--- src/rtl/shift_pkg.sv ---
`default_nettype none
// ============================================================================
//  Module   : shift_pkg
//  Purpose  : Shared widths, direction/type encodings and request bundle for
//             the 64-bit shifter issue path.
//  Revision : 1.0  initial release
// ============================================================================
package shift_pkg;

    localparam int SHIFT_DATA_W = 64;
    localparam int SHIFT_AMT_W  = 7;
    localparam int SHIFT_TAG_W  = 4;

    typedef enum logic {
        SH_LEFT  = 1'b0,
        SH_RIGHT = 1'b1
    } shift_dir_e;

    typedef enum logic {
        SH_LOGIC = 1'b0,
        SH_ARITH = 1'b1
    } shift_type_e;

    typedef struct packed {
        logic [SHIFT_DATA_W-1:0] data;
        logic [SHIFT_AMT_W-1:0]  amt;
        shift_dir_e              dir;
        shift_type_e             arith;
        logic [SHIFT_TAG_W-1:0]  tag;
    } shift_req_t;

endpackage
`default_nettype wire

--- src/rtl/shift_issue_stage_if.sv ---
`default_nettype none
// ============================================================================
//  Module   : shift_issue_stage_if
//  Purpose  : Request and result valid/ready channels of the shifter issue
//             stage. The stage uses the slave view, the requester/consumer
//             side uses the master view.
//  Revision : 1.0  initial release
// ============================================================================
interface shift_issue_stage_if #(
    parameter int AMT_W = 7,
    parameter int TAG_W = 4
);

    // request channel
    logic             in_valid;
    logic             in_ready;
    logic [63:0]      in_data;
    logic [AMT_W-1:0] in_amt;
    logic             in_dir;
    logic             in_arith;
    logic [TAG_W-1:0] in_tag;

    // result channel
    logic             out_valid;
    logic             out_ready;
    logic [63:0]      out_data;
    logic             out_zero;
    logic             out_sat;
    logic [TAG_W-1:0] out_tag;

    modport slave (
        input  in_valid, in_data, in_amt, in_dir, in_arith, in_tag,
        output in_ready,
        output out_valid, out_data, out_zero, out_sat, out_tag,
        input  out_ready
    );

    modport master (
        output in_valid, in_data, in_amt, in_dir, in_arith, in_tag,
        input  in_ready,
        input  out_valid, out_data, out_zero, out_sat, out_tag,
        output out_ready
    );

endinterface
`default_nettype wire

--- src/rtl/shift_sat_mux.sv ---
`default_nettype none
// ============================================================================
//  Module   : shift_sat_mux
//  Purpose  : Selects between the barrel shifter result and the saturated
//             result when the requested amount is 64 or more.
//  Revision : 1.0  initial release
// ============================================================================
module shift_sat_mux
    import shift_pkg::*;
(
    input  wire logic                    i_data_msb,
    input  wire logic [SHIFT_AMT_W-1:0]  i_amt,
    input  shift_dir_e                   i_dir,
    input  shift_type_e                  i_arith,
    input  wire logic [SHIFT_DATA_W-1:0] i_sh_d_out,
    input  wire logic                    i_sh_z,
    output logic      [SHIFT_DATA_W-1:0] o_result,
    output logic                         o_zero,
    output logic                         o_sat
);

    localparam logic [SHIFT_AMT_W-1:0] c_SAT_AMT = SHIFT_AMT_W'(64);

    // Out-of-range amounts: arithmetic right fills with the sign, everything
    // else (left of either type, logical right) shifts every bit out.
    always_comb begin
        o_sat    = (i_amt >= c_SAT_AMT);
        o_result = i_sh_d_out;
        o_zero   = i_sh_z;
        if (o_sat) begin
            if ((i_dir == SH_RIGHT) && (i_arith == SH_ARITH)) begin
                o_result = {SHIFT_DATA_W{i_data_msb}};
                o_zero   = ~i_data_msb;
            end else begin
                o_result = '0;
                o_zero   = 1'b1;
            end
        end
    end

endmodule
`default_nettype wire

--- src/rtl/shift_issue_stage.sv ---
`default_nettype none
// ============================================================================
//  Module   : shift_issue_stage
//  Purpose  : Two-register issue stage around an external combinational
//             64-bit barrel shifter. S1 holds the operands that drive the
//             shifter, S2 captures the (possibly saturated) result and tag.
//             Full-throughput valid/ready with backpressure.
//  Revision : 1.0  initial release
// ============================================================================
module shift_issue_stage
    import shift_pkg::*;
#(
    parameter int AMT_W = 7,   // at least 7
    parameter int TAG_W = 4
) (
    input  wire logic        clk,
    input  wire logic        rst,
    shift_issue_stage_if.slave bus,
    output logic [63:0]      sh_d_in,
    output logic [5:0]       sh_amt,
    output logic             sh_dir,
    output logic             sh_type,
    input  wire logic [63:0] sh_d_out,
    input  wire logic        sh_z
);

    // S1 operand register
    logic                    v1_q,    v1_d;
    logic [SHIFT_DATA_W-1:0] data_q,  data_d;
    logic [SHIFT_AMT_W-1:0]  amt_q,   amt_d;
    shift_dir_e              dir_q,   dir_d;
    shift_type_e             arith_q, arith_d;
    logic [TAG_W-1:0]        tag_q,   tag_d;

    // S2 result register
    logic                    v2_q,       v2_d;
    logic [SHIFT_DATA_W-1:0] out_data_q, out_data_d;
    logic                    out_zero_q, out_zero_d;
    logic                    out_sat_q,  out_sat_d;
    logic [TAG_W-1:0]        out_tag_q,  out_tag_d;

    logic                    w_s1_load;
    logic                    w_s2_load;
    logic                    w_in_ready;
    logic [SHIFT_AMT_W-1:0]  w_amt_ext;
    logic [SHIFT_DATA_W-1:0] w_result;
    logic                    w_zero;
    logic                    w_sat;

    // Any set bit above bit 5 folds into bit 6, so the 7-bit amount keeps
    // its low six bits for the shifter and still flags >= 64.
    assign w_amt_ext = {|bus.in_amt[AMT_W-1:SHIFT_AMT_W-1], bus.in_amt[SHIFT_AMT_W-2:0]};

    // Handshake: S1 advances into S2 whenever S2 is empty or draining,
    // which also frees S1 for a new accept in the same cycle.
    always_comb begin
        w_s2_load  = v1_q & (~v2_q | bus.out_ready);
        w_in_ready = ~v1_q | w_s2_load;
        w_s1_load  = bus.in_valid & w_in_ready;
    end

    shift_sat_mux u_sat_mux (
        .i_data_msb (data_q[SHIFT_DATA_W-1]),
        .i_amt      (amt_q),
        .i_dir      (dir_q),
        .i_arith    (arith_q),
        .i_sh_d_out (sh_d_out),
        .i_sh_z     (sh_z),
        .o_result   (w_result),
        .o_zero     (w_zero),
        .o_sat      (w_sat)
    );

    // Next-state for both pipeline registers; each holds unless loaded.
    always_comb begin
        v1_d       = v1_q;
        data_d     = data_q;
        amt_d      = amt_q;
        dir_d      = dir_q;
        arith_d    = arith_q;
        tag_d      = tag_q;
        v2_d       = v2_q;
        out_data_d = out_data_q;
        out_zero_d = out_zero_q;
        out_sat_d  = out_sat_q;
        out_tag_d  = out_tag_q;

        if (w_s1_load) begin
            v1_d    = 1'b1;
            data_d  = bus.in_data;
            amt_d   = w_amt_ext;
            dir_d   = shift_dir_e'(bus.in_dir);
            arith_d = shift_type_e'(bus.in_arith);
            tag_d   = bus.in_tag;
        end else if (w_s2_load) begin
            v1_d    = 1'b0;
        end

        if (w_s2_load) begin
            v2_d       = 1'b1;
            out_data_d = w_result;
            out_zero_d = w_zero;
            out_sat_d  = w_sat;
            out_tag_d  = tag_q;
        end else if (bus.out_ready) begin
            v2_d       = 1'b0;
        end
    end

    // Pipeline state; reset empties both stages and clears all data.
    always_ff @(posedge clk) begin
        if (rst) begin
            v1_q       <= 1'b0;
            data_q     <= '0;
            amt_q      <= '0;
            dir_q      <= SH_LEFT;
            arith_q    <= SH_LOGIC;
            tag_q      <= '0;
            v2_q       <= 1'b0;
            out_data_q <= '0;
            out_zero_q <= 1'b0;
            out_sat_q  <= 1'b0;
            out_tag_q  <= '0;
        end else begin
            v1_q       <= v1_d;
            data_q     <= data_d;
            amt_q      <= amt_d;
            dir_q      <= dir_d;
            arith_q    <= arith_d;
            tag_q      <= tag_d;
            v2_q       <= v2_d;
            out_data_q <= out_data_d;
            out_zero_q <= out_zero_d;
            out_sat_q  <= out_sat_d;
            out_tag_q  <= out_tag_d;
        end
    end

    assign sh_d_in       = data_q;
    assign sh_amt        = amt_q[5:0];
    assign sh_dir        = dir_q;
    assign sh_type       = arith_q;

    assign bus.in_ready  = w_in_ready;
    assign bus.out_valid = v2_q;
    assign bus.out_data  = out_data_q;
    assign bus.out_zero  = out_zero_q;
    assign bus.out_sat   = out_sat_q;
    assign bus.out_tag   = out_tag_q;

endmodule
`default_nettype wire

--- src/flat_wrapper.sv ---
// flat-port wrapper written by rule: the top's interface ports become plain ports
module shift_issue_stage_flat import shift_pkg::*;
#(
    parameter int AMT_W = 7,                
    parameter int TAG_W = 4
)
  (clk, rst, sh_d_in, sh_amt, sh_dir, sh_type, sh_d_out, sh_z, bus_in_valid, bus_in_data, bus_in_amt, bus_in_dir, bus_in_arith, bus_in_tag, bus_in_ready, bus_out_valid, bus_out_data, bus_out_zero, bus_out_sat, bus_out_tag, bus_out_ready);
  shift_issue_stage_if #(.AMT_W(AMT_W), .TAG_W(TAG_W)) bus_i ();
  input  wire logic clk;
  input  wire logic rst;
  output logic [63:0] sh_d_in;
  output logic [5:0] sh_amt;
  output logic sh_dir;
  output logic sh_type;
  input  wire logic [63:0] sh_d_out;
  input  wire logic sh_z;
  input wire logic [$bits(bus_i.in_valid)-1:0] bus_in_valid;
  input wire logic [$bits(bus_i.in_data)-1:0] bus_in_data;
  input wire logic [$bits(bus_i.in_amt)-1:0] bus_in_amt;
  input wire logic [$bits(bus_i.in_dir)-1:0] bus_in_dir;
  input wire logic [$bits(bus_i.in_arith)-1:0] bus_in_arith;
  input wire logic [$bits(bus_i.in_tag)-1:0] bus_in_tag;
  output wire logic [$bits(bus_i.in_ready)-1:0] bus_in_ready;
  output wire logic [$bits(bus_i.out_valid)-1:0] bus_out_valid;
  output wire logic [$bits(bus_i.out_data)-1:0] bus_out_data;
  output wire logic [$bits(bus_i.out_zero)-1:0] bus_out_zero;
  output wire logic [$bits(bus_i.out_sat)-1:0] bus_out_sat;
  output wire logic [$bits(bus_i.out_tag)-1:0] bus_out_tag;
  input wire logic [$bits(bus_i.out_ready)-1:0] bus_out_ready;
  assign bus_i.in_valid = bus_in_valid;
  assign bus_i.in_data = bus_in_data;
  assign bus_i.in_amt = bus_in_amt;
  assign bus_i.in_dir = bus_in_dir;
  assign bus_i.in_arith = bus_in_arith;
  assign bus_i.in_tag = bus_in_tag;
  assign bus_in_ready = bus_i.in_ready;
  assign bus_out_valid = bus_i.out_valid;
  assign bus_out_data = bus_i.out_data;
  assign bus_out_zero = bus_i.out_zero;
  assign bus_out_sat = bus_i.out_sat;
  assign bus_out_tag = bus_i.out_tag;
  assign bus_i.out_ready = bus_out_ready;
  shift_issue_stage #(.AMT_W(AMT_W), .TAG_W(TAG_W)) u_core (.clk(clk), .rst(rst), .bus(bus_i), .sh_d_in(sh_d_in), .sh_amt(sh_amt), .sh_dir(sh_dir), .sh_type(sh_type), .sh_d_out(sh_d_out), .sh_z(sh_z));
endmodule
--- config.mk ---
export PLATFORM = sky130hd
export DESIGN_NAME = shift_issue_stage_flat
export DESIGN_NICKNAME = d
export VERILOG_FILES = /design/src/rtl/shift_pkg.sv /design/src/rtl/shift_issue_stage_if.sv /design/src/rtl/shift_sat_mux.sv /design/src/rtl/shift_issue_stage.sv /design/src/flat_wrapper.sv
export SDC_FILE = /design/constraint.sdc
export NUM_CORES = 1
export LEC_CHECK = 0
export ABC_AREA = 1
export ABC_CLOCK_PERIOD_IN_PS = 3520
export BUFFER_PORTS_ARGS = -buffer_cell sky130_fd_sc_hd__buf_2
export CORE_MARGIN = 2
export CORE_UTILIZATION = 50
export CTS_BUF_LIST = sky130_fd_sc_hd__clkbuf_8
export DETAILED_ROUTE_END_ITERATION = 10
export GPL_ROUTABILITY_DRIVEN = 0
export GPL_TIMING_DRIVEN = 1
export PLACE_DENSITY = 0.83
export SLEW_MARGIN = 20
export SYNTH_ARGS = -nofsm -noshare
export SYNTH_HDL_FRONTEND = slang
export SYNTH_HIERARCHICAL = 1
export SYNTH_SLANG_ARGS = --single-unit
--- constraint.sdc ---
create_clock -name clk -period 3.52 [get_ports clk]
set_input_delay 0.704 -clock clk [delete_from_list [all_inputs] [get_ports clk]]
set_output_delay 0.704 -clock clk [all_outputs]
set_load 0.01 [all_outputs]
; Word level (Yosys, flattened, before mapping)
; Cells that the tools add are included.
[op_classes]
magnitude_cmp = 1
mux = 8
n_bitwise = 7
n_reduce_logical = 3
[ops]
columns = operator, n
row1 = 64-bit two-way mux, 2
row2 = "7-bit >= comparator, second input constant", 1
row3 = 1-bit two-way mux, 6
row4 = 2-bit nonzero test, 2
row5 = 1-bit inverter, 3
row6 = 1-bit bitwise AND, 2
row7 = 1-bit OR, 2
row8 = 1-bit logical AND, 1
[word_totals]
register_bits = 149
word_cells = 30

; Logic depth before layout (Yosys ltp)
; Gate-level depths: netlist of run 1.
[depth]
depth_word = 6
mapped_depth = 8
mapped_depth_nobuf = 7

; Hierarchy
; The synthesis of run 1 kept the hierarchy.
[modules_own_cells]
columns = mod, n_inst, cells_per_inst, area_each_um2
row1 = shift_issue_stage, 1, 901, 6379.9
row2 = shift_sat_mux, 1, 150, 640.6

; Least setup slack after synthesis of run 1
; No wires, ideal clock.
[synth_path]
path_type = input -> output
startpoint = input port bus_out_ready
endpoint = output port bus_in_ready
arrival_ps = 1210
path_slack_ps = 1606
stages = 4
path_buffers = 2
path_cell_list = inv_1 > nand3_2 > buf_4 > buf_4
[synth_between]
elab_chain_cells = 3
[synth_lines]
columns = element, line_no
row1 = "start, declared", flat_wrapper.sv:29  ; input wire logic [$bits(bus_i.out_ready)-1:0] bus_out_ready;
row2 = 1-bit OR, shift_issue_stage.sv:57  ; w_s2_load = v1_q & (~v2_q | bus.out_ready);
row3 = 1-bit bitwise AND, shift_issue_stage.sv:57
row4 = 1-bit OR, shift_issue_stage.sv:58  ; w_in_ready = ~v1_q | w_s2_load;
row5 = "end, declared", flat_wrapper.sv:23  ; output wire logic [$bits(bus_i.in_ready)-1:0] bus_in_ready;
; Every way passes these cells.

; Final worst setup path of run 1
[layout_path]
startpoint = register u_core.v1_q
endpoint = output port bus_in_ready
[layout_between]
elab_chain_cells = 2
word_cells_on_any_way = 3
classes_between = bitwise: 3
[layout_lines]
columns = element, line_no
row1 = "start, declared", shift_issue_stage.sv:28  ; logic v1_q, v1_d;
row2 = "start signal, assigned", shift_issue_stage.sv:125  ; v1_q <= v1_d;
row3 = 1-bit bitwise AND or 1-bit inverter (tied branches), "shift_issue_stage.sv:57, shift_issue_stage.sv:58"
row4 = 1-bit OR (*), shift_issue_stage.sv:58
; Mark *: on every way between the ends. The rest lies on a longest branch, timed or not.

==> out/results.ini, run 1 <==
[routing]
drt_first_pass_iters = 4
wl_per_cell_microns = 12.6
num_vias = 7162
avgViaCountPerCell = 4.87
drt_iter0_markers = 514
drc = 0
wl_microns = 18500
ant_nets = 0

[floorplan]
dieArea_sq_mm = 0.0150
initial_utilization = 0.510
die_w_microns = 122
die_h_microns = 122
boundaryPins = 290
rows = 43
core_area_sq_mm = 0.0138

[setup_path]
worstPathMaxFanout = 26
worstPathCellList = nand3_4 > buf_2
worstSetupPathType = flip-flop to primary output
startpoint_type = flip-flop
cpMaxStageDelayCell = dfxtp_2
slowest_delay_ps = 680
crit_buf_inv = 1
critPathCaptureType = primary output
worstPathArrival_ps = 1470
cp_top_family = flip-flops
required_ps = 2820

[power_and_ir_drop]
p_leak_nw = 5.07
seqPwrFrac = 0.459
power.total_w = 0.00410
clock_power_share = 0.369
p_switching_w = 0.00112
ir_drop_mv = 0.306
power_frac_comb = 0.172
swShare = 0.273
intPower_w = 0.00298
powerDensity_mw_per_mm2 = 467

[timing]
relSlewSlack = 0.306
period_minus_slack_ps = 2180
setup-tns-final_ps = 0
rsz0062_at_grt = false
finalHoldViolCount = 0
finalSetupViolations = 0
final_max_slew_viol_count = 0
worst_clock_skew_ps = 7.70
tightest_slew_ps = 1040
fin_crit_sh = 0.618
timing.fmax_ghz = 0.460

[grt]
grt_max_degree = 96
grt_antenna_before_repair = 1
grt_overflow = 0
grt_pass1_vias = 5998
grt_pass1_wl_microns = 28700
gr-usage-all-layers = 0.239

[clock_network]
clock_latency_ps = 440
clk_pin_slew_ps = 80
post_cts_buffers = 0
cts_resized = 0
max-clock-path-buffers = 2
htree_levels = 4
cts_inserted_buffers = 17
cts_tree = done
cts_sinks = 149
clock_tree.root_cell = clkbuf_8
cts_hold_buf = 0

[final_layout]
final_net_count = 1423
syn_to_final_growth_pct = 25.1
n_fill_cell = 1256
multi_input_area_sq_mm = 0.00324
final_layout_size_suffix_gt1_frac = 0.267
regArea_sq_mm = 0.00298

[synth]
avgSynthCellArea_sq_um = 6.68
netlist_top_cells_area = dfxtp_1 (42%), nand2_1 (14%), nor2_1 (12%)
ys_seq_area_frac = 0.425
yosys_warnings = 6
synth_top_area_cell = dfxtp_1
synth_top_family_by_area = simple AND/OR/NAND/NOR gates
synthXorXnorAreaFrac = 0
synthSimpleGateAreaFrac = 0.402
syn_area_sq_mm = 0.00702
synth_compound_gate_area_share = 0.0576
synth_nets = 1197
syn_inst = 1051
synth_seq_cells = 149
muxShareOfSynthArea = 0
synth_top_area_share = 0.425
synthAdderAreaFrac = 0
ys_types = 17

[status]
status = finished clean

[run]
drv_cap = 0

[place]
dpl.hpwl_microns = 12000
portBuffers = 289

[worst_hold_path]
min-delay-path-class = flip-flop to flip-flop

## cell usage in the layout (no fill, tap or decap), drive strengths merged
cell type / count
a21oi: 80
buf: 298
bufinv: 5
clkbuf: 18
clkinv: 6
clkinvlp: 1
dfxtp: 149
diode: 1
inv: 86
nand2: 279
nand3: 78
nand3b: 70
nor2: 220
## per-stage QoR
step / area (sq um) / hold slack (ps) / instances / util / setup WS [ps]
after CTS: 8780 / 450 / 1470 / 0.637 / 1280
after global routing: 8780 / 453 / 1471 / 0.637 / 1220
final: 8780 / 477 / 1471 / 0.637 / 1340
after detailed placement: 8320 / 462 / 1438 / 0.604 / 1260
after floorplan: 7020 / 443 / 1051 / - / 1610
after global placement: 8320 / 452 / 1438 / 0.604 / 1320
## logic make-up (layout without fill, tap and decap cells)
| group | Yosys count | after routing |
|---|---|---|
| simple gates | 647 | 647 |
| buf+inv | 175 | 414 |
| flops | 149 | 149 |
| compound gates | 80 | 80 |
| other cells | 0 | 1 |
## sequential cells by signal (all words and copies together) (netlist names), 4 cells and up
name	cells
u_core/bus.out_tag	4
u_core/sh_d_in	64
u_core/tag_q	4
u_core/bus.out_data	64
u_core/amt_q	7
## power groups by stage
stage	combinational (W)	sequential [W]	clock (W)
after detailed placement	0.000706	0.00192	0
after global placement	0.000699	0.00191	0
after floorplan	0.000391	0.00197	0
after global routing	0.000794	0.00190	0.00163
final	0.000706	0.00188	0.00151
after CTS	0.000709	0.00188	0.00155
## tightest hold or removal path, stage by stage (launching register included)
cell and delay (ps):
dfxtp_1 330, a21oi_1 40, nor2_1 80
## cell type report
type / count / area share
Antenna cell: 1 / 0.000285
Inverter: 84 / 0.0362
Multi-Input combinational cell: 727 / 0.369
Sequential cell: 149 / 0.340
Clock buffer: 18 / 0.0282
Tap cell: 180 / 0.0257
Clock inverter: 14 / 0.0237
Timing Repair Buffer: 298 / 0.177
## Yosys cell counts, drive strengths merged
cell    number
nand2      279
nor2       220
dfxtp      149
inv         84
a21oi       80
nand3       78
buf         75
nand3b      70
clkbuf      16
## layer usage
layer | global-route usage | part of all wire | vias to the layer above
met5 | 0 | 0 | -
met4 | 0.0891 | 0.019 | 0
met3 | 0.0901 | 0.097 | 28
met2 | 0.372 | 0.47 | 283
met1 | 0.301 | 0.42 | 3162
li1 | - | - | 3689
## path summary, 6_finish.rpt
| check | from | end | slack, ps | depth (start not counted) |
|---|---|---|---|---|
| worst max-delay path | u_core/v1_q | bus_in_ready | 1340 | 2 |
| worst min-delay path | u_core/tag_q[3] | u_core/tag_q[3] | 480 | 2 |
| worst max register to register | u_core/v1_q | u_core/bus.out_data[40] | 1610 | 5 |
| worst min register to register | u_core/tag_q[3] | u_core/tag_q[3] | 480 | 2 |
(Power assumes the default switching activity.)
==> inputs of run 2 (changes only) <==
--- a/config.mk
+++ b/config.mk
@@ -6,7 +6,7 @@
 export NUM_CORES = 1
 export LEC_CHECK = 0
 export ABC_AREA = 1
-export ABC_CLOCK_PERIOD_IN_PS = 3520
+export ABC_CLOCK_PERIOD_IN_PS = 2100
 export BUFFER_PORTS_ARGS = -buffer_cell sky130_fd_sc_hd__buf_2
 export CORE_MARGIN = 2
 export CORE_UTILIZATION = 50
==> constraint.sdc (replaced) <==
create_clock -name clk -period 2.1 [get_ports clk]
set_input_delay 0.42 -clock clk [delete_from_list [all_inputs] [get_ports clk]]
set_output_delay 0.42 -clock clk [all_outputs]
set_load 0.01 [all_outputs]
==> out/results.ini, run 2 (synthesized netlist as in run 1, its figures left out) <==
[routing]
num_vias = 7259  ; was 7162
ant_nets = 0  ; unchanged
drt_first_pass_iters = 7  ; was 4
wl_per_cell_microns = 12.5  ; was 12.6 microns
wl_microns = 18500  ; about the same
avgViaCountPerCell = 4.91  ; was 4.87
drt_iter0_markers = 555  ; was 514
drc = 0  ; unchanged

[setup_path]
critPathCaptureType = primary output  ; unchanged
worstPathMaxFanout = 23  ; was 26
startpoint_type = flip-flop  ; unchanged
worstSetupPathType = flip-flop to primary output  ; unchanged
required_ps = 1680  ; was 2820 ps
worstPathArrival_ps = 1410  ; was 1470 ps

[place]
portBuffers = 289  ; unchanged
dpl.hpwl_microns = 12300  ; was 12000 microns
placed_area_sq_mm = 0.00845  ; was 0.00832 sq mm
dp_cells = 1445  ; was 1438

[final_layout]
final_util = 0.645  ; was 0.637
final_common_cell = buf_2  ; unchanged
final_layout_size_suffix_gt1_frac = 0.270  ; was 0.267
n_fill_cell = 1270  ; was 1256
layout_common_cells = buf_2 (288), nand2_1 (270), nor2_1 (220)  ; unchanged
regArea_sq_mm = 0.00298  ; unchanged
stdcell_area_sq_mm = 0.00888  ; was 0.00878 sq mm
syn_to_final_growth_pct = 26.5  ; was 25.1%
final_net_count = 1430  ; was 1423
multi_input_area_sq_mm = 0.00324  ; unchanged
finalNonFillerCells = 1478  ; was 1471

[timing]
tightest_slew_ps = 1070  ; was 1040 ps
finalHoldViolCount = 0  ; unchanged
period_minus_slack_ps = 1830
rsz0062_at_grt = false  ; unchanged
fin_crit_sh = 0.870
finalSetupViolations = 0  ; unchanged
timing.fmax_ghz = 0.547
holdWs_ps = 168  ; was 477 ps
final_max_slew_viol_count = 0  ; unchanged
setup-tns-final_ps = 0  ; unchanged
worst_clock_skew_ps = 8.36  ; was 7.70 ps
relSlewSlack = 0.289  ; was 0.306

[floorplan]
dieArea_sq_mm = 0.0150  ; unchanged
core_area_sq_mm = 0.0138  ; unchanged
die_h_microns = 122  ; unchanged
die_w_microns = 122  ; unchanged
boundaryPins = 290  ; unchanged
initial_utilization = 0.510  ; unchanged
rows = 43  ; unchanged

[clock_network]
clk_pin_slew_ps = 70  ; was 80 ps
max-clock-path-buffers = 2  ; unchanged
cts_sinks = 149  ; unchanged
cts_hold_buf = 0  ; unchanged
clock_latency_ps = 460  ; was 440 ps
htree_levels = 4  ; unchanged
cts_tree = done  ; unchanged
clock_tree.root_cell = clkbuf_8  ; unchanged
post_cts_buffers = 0  ; unchanged
cts_resized = 0  ; unchanged
cts_inserted_buffers = 17  ; unchanged

[grt]
grt_use_met3 = 0.0929  ; was 0.0901
grt_pass1_wl_microns = 28700  ; about the same
grt_antenna_before_repair = 2  ; was 1
grt_overflow = 0  ; unchanged
grt_util_met2 = 0.380  ; was 0.372
busiest_layer = met2  ; unchanged
grt_pass1_vias = 6192  ; was 5998
grt_util_met1 = 0.291  ; was 0.301
grt_max_degree = 91  ; was 96
gr-usage-all-layers = 0.239  ; about the same

[worst_hold_path]
min-delay-path-class = input port to flip-flop  ; was flip-flop to flip-flop

[power_and_ir_drop]
p_leak_nw = 5.13  ; was 5.07 nW
powerDensity_mw_per_mm2 = 758  ; was 467 mW/mm^2
ir_drop_mv = 0.430  ; was 0.306 mV

[status]
status = finished clean  ; unchanged

[run]
drv_cap = 0  ; unchanged

-- run 2: cell count changes in the layout (fill, tap and decap cells not counted) --
cell | before | now
clkinvlp_4 | 1 | 2
clkbuf_8 | 18 | 22
diode_2 | 1 | 2
clkinv_2 | 4 | 1
inv_1 | 81 | 82
buf_12 | 3 | 9
bufinv_16 | 5 | 3
clkinv_4 | 2 | 1
buf_4 | 7 | 8
inv_6 | 1 | 0
-- run 2: stage by stage --
step                      total power, W  worst slack (ps)
after floorplan                  0.00395               754
after CTS                        0.00680               219
after global placement           0.00439               442
after global routing             0.00708               147
after detailed placement         0.00442               407
final                            0.00674               274
-- run 2: final timing paths --
kind	end	start	slack [ps]	depth (start not counted)
worst min-delay path	u_core/v1_q	rst	170	2
worst max register to register	u_core/bus.out_data[35]	u_core/amt_q[6]	340	6
worst max-delay path	bus_in_ready	u_core/v1_q	270	3
worst min register to register	u_core/tag_q[0]	u_core/tag_q[0]	480	2
-- run 2: area by class of cell --
cell class	instances	share of cell area
clock inverters	9	0.0142
repair buffers	305	0.189
clock buffers	22	0.0341
flip-flops and latches	149	0.336
inverters	84	0.0358
well taps	180	0.0254
diodes	2	0.000563
multi-input cells	727	0.365
-- run 2: routing by layer --
layer / wire (microns) / up-vias
met2: 8640 / 295
met5: 0 / -
li1: - / 3696
met3: 1870 / 33
met1: 7600 / 3235
met4: 415 / 0
-- run 2: where the power goes --
part	switching [W]	internal, W
clock network	0.00106	0.00132
registers	0.000109	0.00304
logic	0.000672	0.000537
-- run 2: critical path: stages, from the launching register on --
cell     delay (ps)
dfxtp_2         350
buf_4           270
nand3_4         150
buf_2           180
==> inputs of run 3 (changes only) <==
--- a/config.mk
+++ b/config.mk
@@ -5,7 +5,6 @@
 export SDC_FILE = /design/constraint.sdc
 export NUM_CORES = 1
 export LEC_CHECK = 0
-export ABC_AREA = 1
 export ABC_CLOCK_PERIOD_IN_PS = 2100
 export BUFFER_PORTS_ARGS = -buffer_cell sky130_fd_sc_hd__buf_2
 export CORE_MARGIN = 2
@@ -14,7 +13,7 @@
 export DETAILED_ROUTE_END_ITERATION = 10
 export GPL_ROUTABILITY_DRIVEN = 0
 export GPL_TIMING_DRIVEN = 1
-export PLACE_DENSITY = 0.83
+export PLACE_DENSITY = 0.82
 export SLEW_MARGIN = 20
 export SYNTH_ARGS = -nofsm -noshare
 export SYNTH_HDL_FRONTEND = slang
==> out/results.ini, run 3 <==
[worst_hold_path]
min_from = bus_in_valid  ; was rst
min-delay-path-class = input port to flip-flop  ; unchanged

[timing]
tightest_slew_ps = 912  ; was 1070 ps
period_minus_slack_ps = 1820  ; was 1830 ps
finalHoldViolCount = 0  ; unchanged
final_max_slew_viol_count = 0  ; unchanged
finalSetupViolations = 0  ; unchanged
setup-tns-final_ps = 0  ; unchanged
worst_clock_skew_ps = 13.8  ; was 8.36 ps
rsz0062_at_grt = false  ; unchanged
fin_crit_sh = 0.867  ; was 0.870
holdWs_ps = 226  ; was 168 ps
timing.fmax_ghz = 0.549  ; was 0.547 GHz
relSlewSlack = 0.391  ; was 0.289

[power_and_ir_drop]
intPower_w = 0.00440  ; was 0.00489 W
p_switching_w = 0.00168  ; was 0.00184 W
ir_drop_mv = 0.470  ; was 0.430 mV
powerDensity_mw_per_mm2 = 687  ; was 758 mW/mm^2
power_frac_comb = 0.162  ; was 0.179
p_leak_nw = 4.33  ; was 5.13 nW
swShare = 0.276  ; was 0.274
clock_power_share = 0.333  ; was 0.354
seqPwrFrac = 0.505  ; was 0.467

[clock_network]
cts_hold_buf = 0  ; unchanged
max-clock-path-buffers = 2  ; unchanged
cts_tree = done  ; unchanged
clock_tree.root_cell = clkbuf_8  ; unchanged
cts_inserted_buffers = 17  ; unchanged
clock_latency_ps = 430  ; was 460 ps
cts_resized = 0  ; unchanged
post_cts_buffers = 0  ; unchanged
htree_levels = 4  ; unchanged
cts_sinks = 149  ; unchanged
clk_pin_slew_ps = 80  ; was 70 ps

[final_layout]
syn_to_final_growth_pct = 24.3  ; was 26.5%
finalNonFillerCells = 1244  ; was 1478
regArea_sq_mm = 0.00299  ; was 0.00298 sq mm
antenna_cells = 0  ; was 2
final_layout_size_suffix_gt1_frac = 0.367  ; was 0.270
n_fill_cell = 1195  ; was 1270
multi_input_area_sq_mm = 0.00338  ; was 0.00324 sq mm
final_common_cell = buf_2  ; unchanged
layout_common_cells = buf_2 (288), nand2b_1 (154), dfxtp_1 (147)  ; was buf_2 (288), nand2_1 (270), nor2_1 (220)
final_net_count = 1197  ; was 1430

[synth]
synth_top_area_share = 0.419  ; was 0.425
syn_inst = 814  ; was 1051
ys_seq_area_frac = 0.419  ; was 0.425
yosys_warnings = 6  ; unchanged
synth_seq_cells = 149  ; unchanged
avgSynthCellArea_sq_um = 8.74  ; was 6.68 sq um
synth_nets = 960  ; was 1197
syn_area_sq_mm = 0.00712  ; was 0.00702 sq mm
synth_common_cells = nand2b_1 (155), dfxtp_1 (149), o21ai_0 (84)  ; was nand2_1 (271), nor2_1 (220), dfxtp_1 (149)
synthArstFlopShare = 0  ; unchanged
synth-edff-count = 0  ; unchanged
ys_types = 22  ; was 17
netlist_top_cells_area = dfxtp_1 (42%), nand2b_1 (14%), mux2i_1 (11%)  ; was dfxtp_1 (42%), nand2_1 (14%), nor2_1 (12%)
ys.flop_type = dfxtp_1  ; unchanged
synth_top_area_cell = dfxtp_1  ; unchanged
synthMostInstantiatedCell = nand2b_1  ; was nand2_1

[setup_path]
worstSetupPathType = flip-flop to flip-flop  ; was flip-flop to primary output
slowest_delay_ps = 710  ; was 350 ps
cp_top_family = compound AO/OA/AOI/OAI gates  ; was buffers and inverters
crit_buf_inv = 1  ; was 2
cpMaxStageDelayCell = a21boi_4  ; was dfxtp_2
worstPathArrival_ps = 2180  ; was 1410 ps
required_ps = 2460  ; was 1680 ps
worstPathMaxFanout = 34  ; was 23
startpoint_type = flip-flop  ; unchanged
rr_startpoint = u_core/bus.out_valid  ; was u_core/amt_q[6]
worstPathCellList = nor2b_4 > a21boi_4 > buf_12 > mux2i_1  ; was buf_4 > nand3_4 > buf_2
critPathCaptureType = flip-flop  ; was primary output
setup.worst_path.start = u_core/bus.out_valid  ; was u_core/v1_q

[grt]
grt_pass1_vias = 5754  ; was 6192
grt_antenna_before_repair = 2  ; unchanged
grt_pass1_wl_microns = 27500  ; was 28700 microns
grt_overflow = 0  ; unchanged
grt_max_degree = 75  ; was 91
gr-usage-all-layers = 0.227  ; was 0.239

[status]
status = finished clean  ; unchanged

[place]
dp_cells = 1212  ; was 1445
dpl.hpwl_microns = 12100  ; was 12300 microns
portBuffers = 289  ; unchanged

[floorplan]
initial_utilization = 0.513  ; was 0.510
die_w_microns = 123  ; was 122 microns
boundaryPins = 290  ; unchanged
dieArea_sq_mm = 0.0152  ; was 0.0150 sq mm
die_h_microns = 123  ; was 122 microns
rows = 43  ; unchanged
core_area_sq_mm = 0.0139  ; was 0.0138 sq mm

[routing]
drc = 0  ; unchanged
num_vias = 6245  ; was 7259
wl_per_cell_microns = 14.3  ; was 12.5 microns
drt_first_pass_iters = 5  ; was 7
drt_iter0_markers = 428  ; was 555
wl_microns = 17800  ; was 18500 microns
avgViaCountPerCell = 5.02  ; was 4.91
ant_nets = 0  ; unchanged

[run]
drv_cap = 0  ; unchanged

run 3: changes by cell type after synthesis, moves of 8 or more:
cell      change
buf_2        -21
nor2_1      -219
clkbuf_1     +25
buf_8         +8
o21ai_0      +84
nand2_1     -270
nand2b_1    +155
buf_1        -17
o21ai_2      +50
mux2i_1      +77
inv_1        -16
nand3b_1     -70
run 3: logic make-up (layout without fill, tap and decap cells):
group                  count (synthesis)  after routing  share of synthesized area
flip-flops                           149            149                      0.419
buffers and inverters                151            401                      0.107
AO/OA/AOI/OAI                        208            208                      0.174
multiplexers                          77             77                      0.108
AND/OR/NAND/NOR                      229            229                      0.191
run 3: through the flow:
| stage | power (W) | area, sq um | worst slack [ps] | util |
|---|---|---|---|---|
| floorplan | 0.00374 | 7120 | 683 | - |
| global placement | 0.00410 | 8490 | 141 | 0.611 |
| detailed placement | 0.00412 | 8490 | 115 | 0.611 |
| CTS | 0.00613 | 8850 | 254 | 0.637 |
| global route | 0.00637 | 8850 | 173 | 0.637 |
| finish | 0.00607 | 8850 | 278 | 0.637 |
run 3: worst reg2reg max path, cell delays in order (launching register included):
cell	delay, ps
dfxtp_1	330
nor2b_4	140
a21boi_4	710
buf_12	350
mux2i_1	240
run 3: power by group through the flow:
stage               Combinational (W)  Clock (W)  Sequential [W]
CTS                          0.000988    0.00208         0.00307
global placement             0.000971          0         0.00313
detailed placement           0.000985          0         0.00313
finish                       0.000981    0.00202         0.00307
global route                  0.00108    0.00220         0.00309
floorplan                    0.000550          0         0.00319
run 3: worst paths after layout:
path                         to  slack [ps]  depth (start not counted)
max reg2reg  u_core/sh_d_in[37]         280                          4
min reg2reg  u_core/sh_d_in[38]         470                          2
max          u_core/sh_d_in[37]         280                          4
min                 u_core/v1_q         230                          3
run 3: metal layers:
metal / track usage / up-vias / share of wire
met5: 0 / - / 0.0013
met4: 0.0739 / 4 / 0.015
met3: 0.0899 / 24 / 0.088
met2: 0.374 / 231 / 0.48
met1: 0.270 / 2819 / 0.42
li1: - / 3167 / -
run 3: area by class of cell:
class | count | area share
Timing Repair Buffer | 304 | 0.186
Tap cell | 180 | 0.0255
Clock buffer | 18 | 0.0280
Multi-Input combinational cell | 514 | 0.382
Clock inverter | 14 | 0.0127
Inverter | 65 | 0.0276
Sequential cell | 149 | 0.338
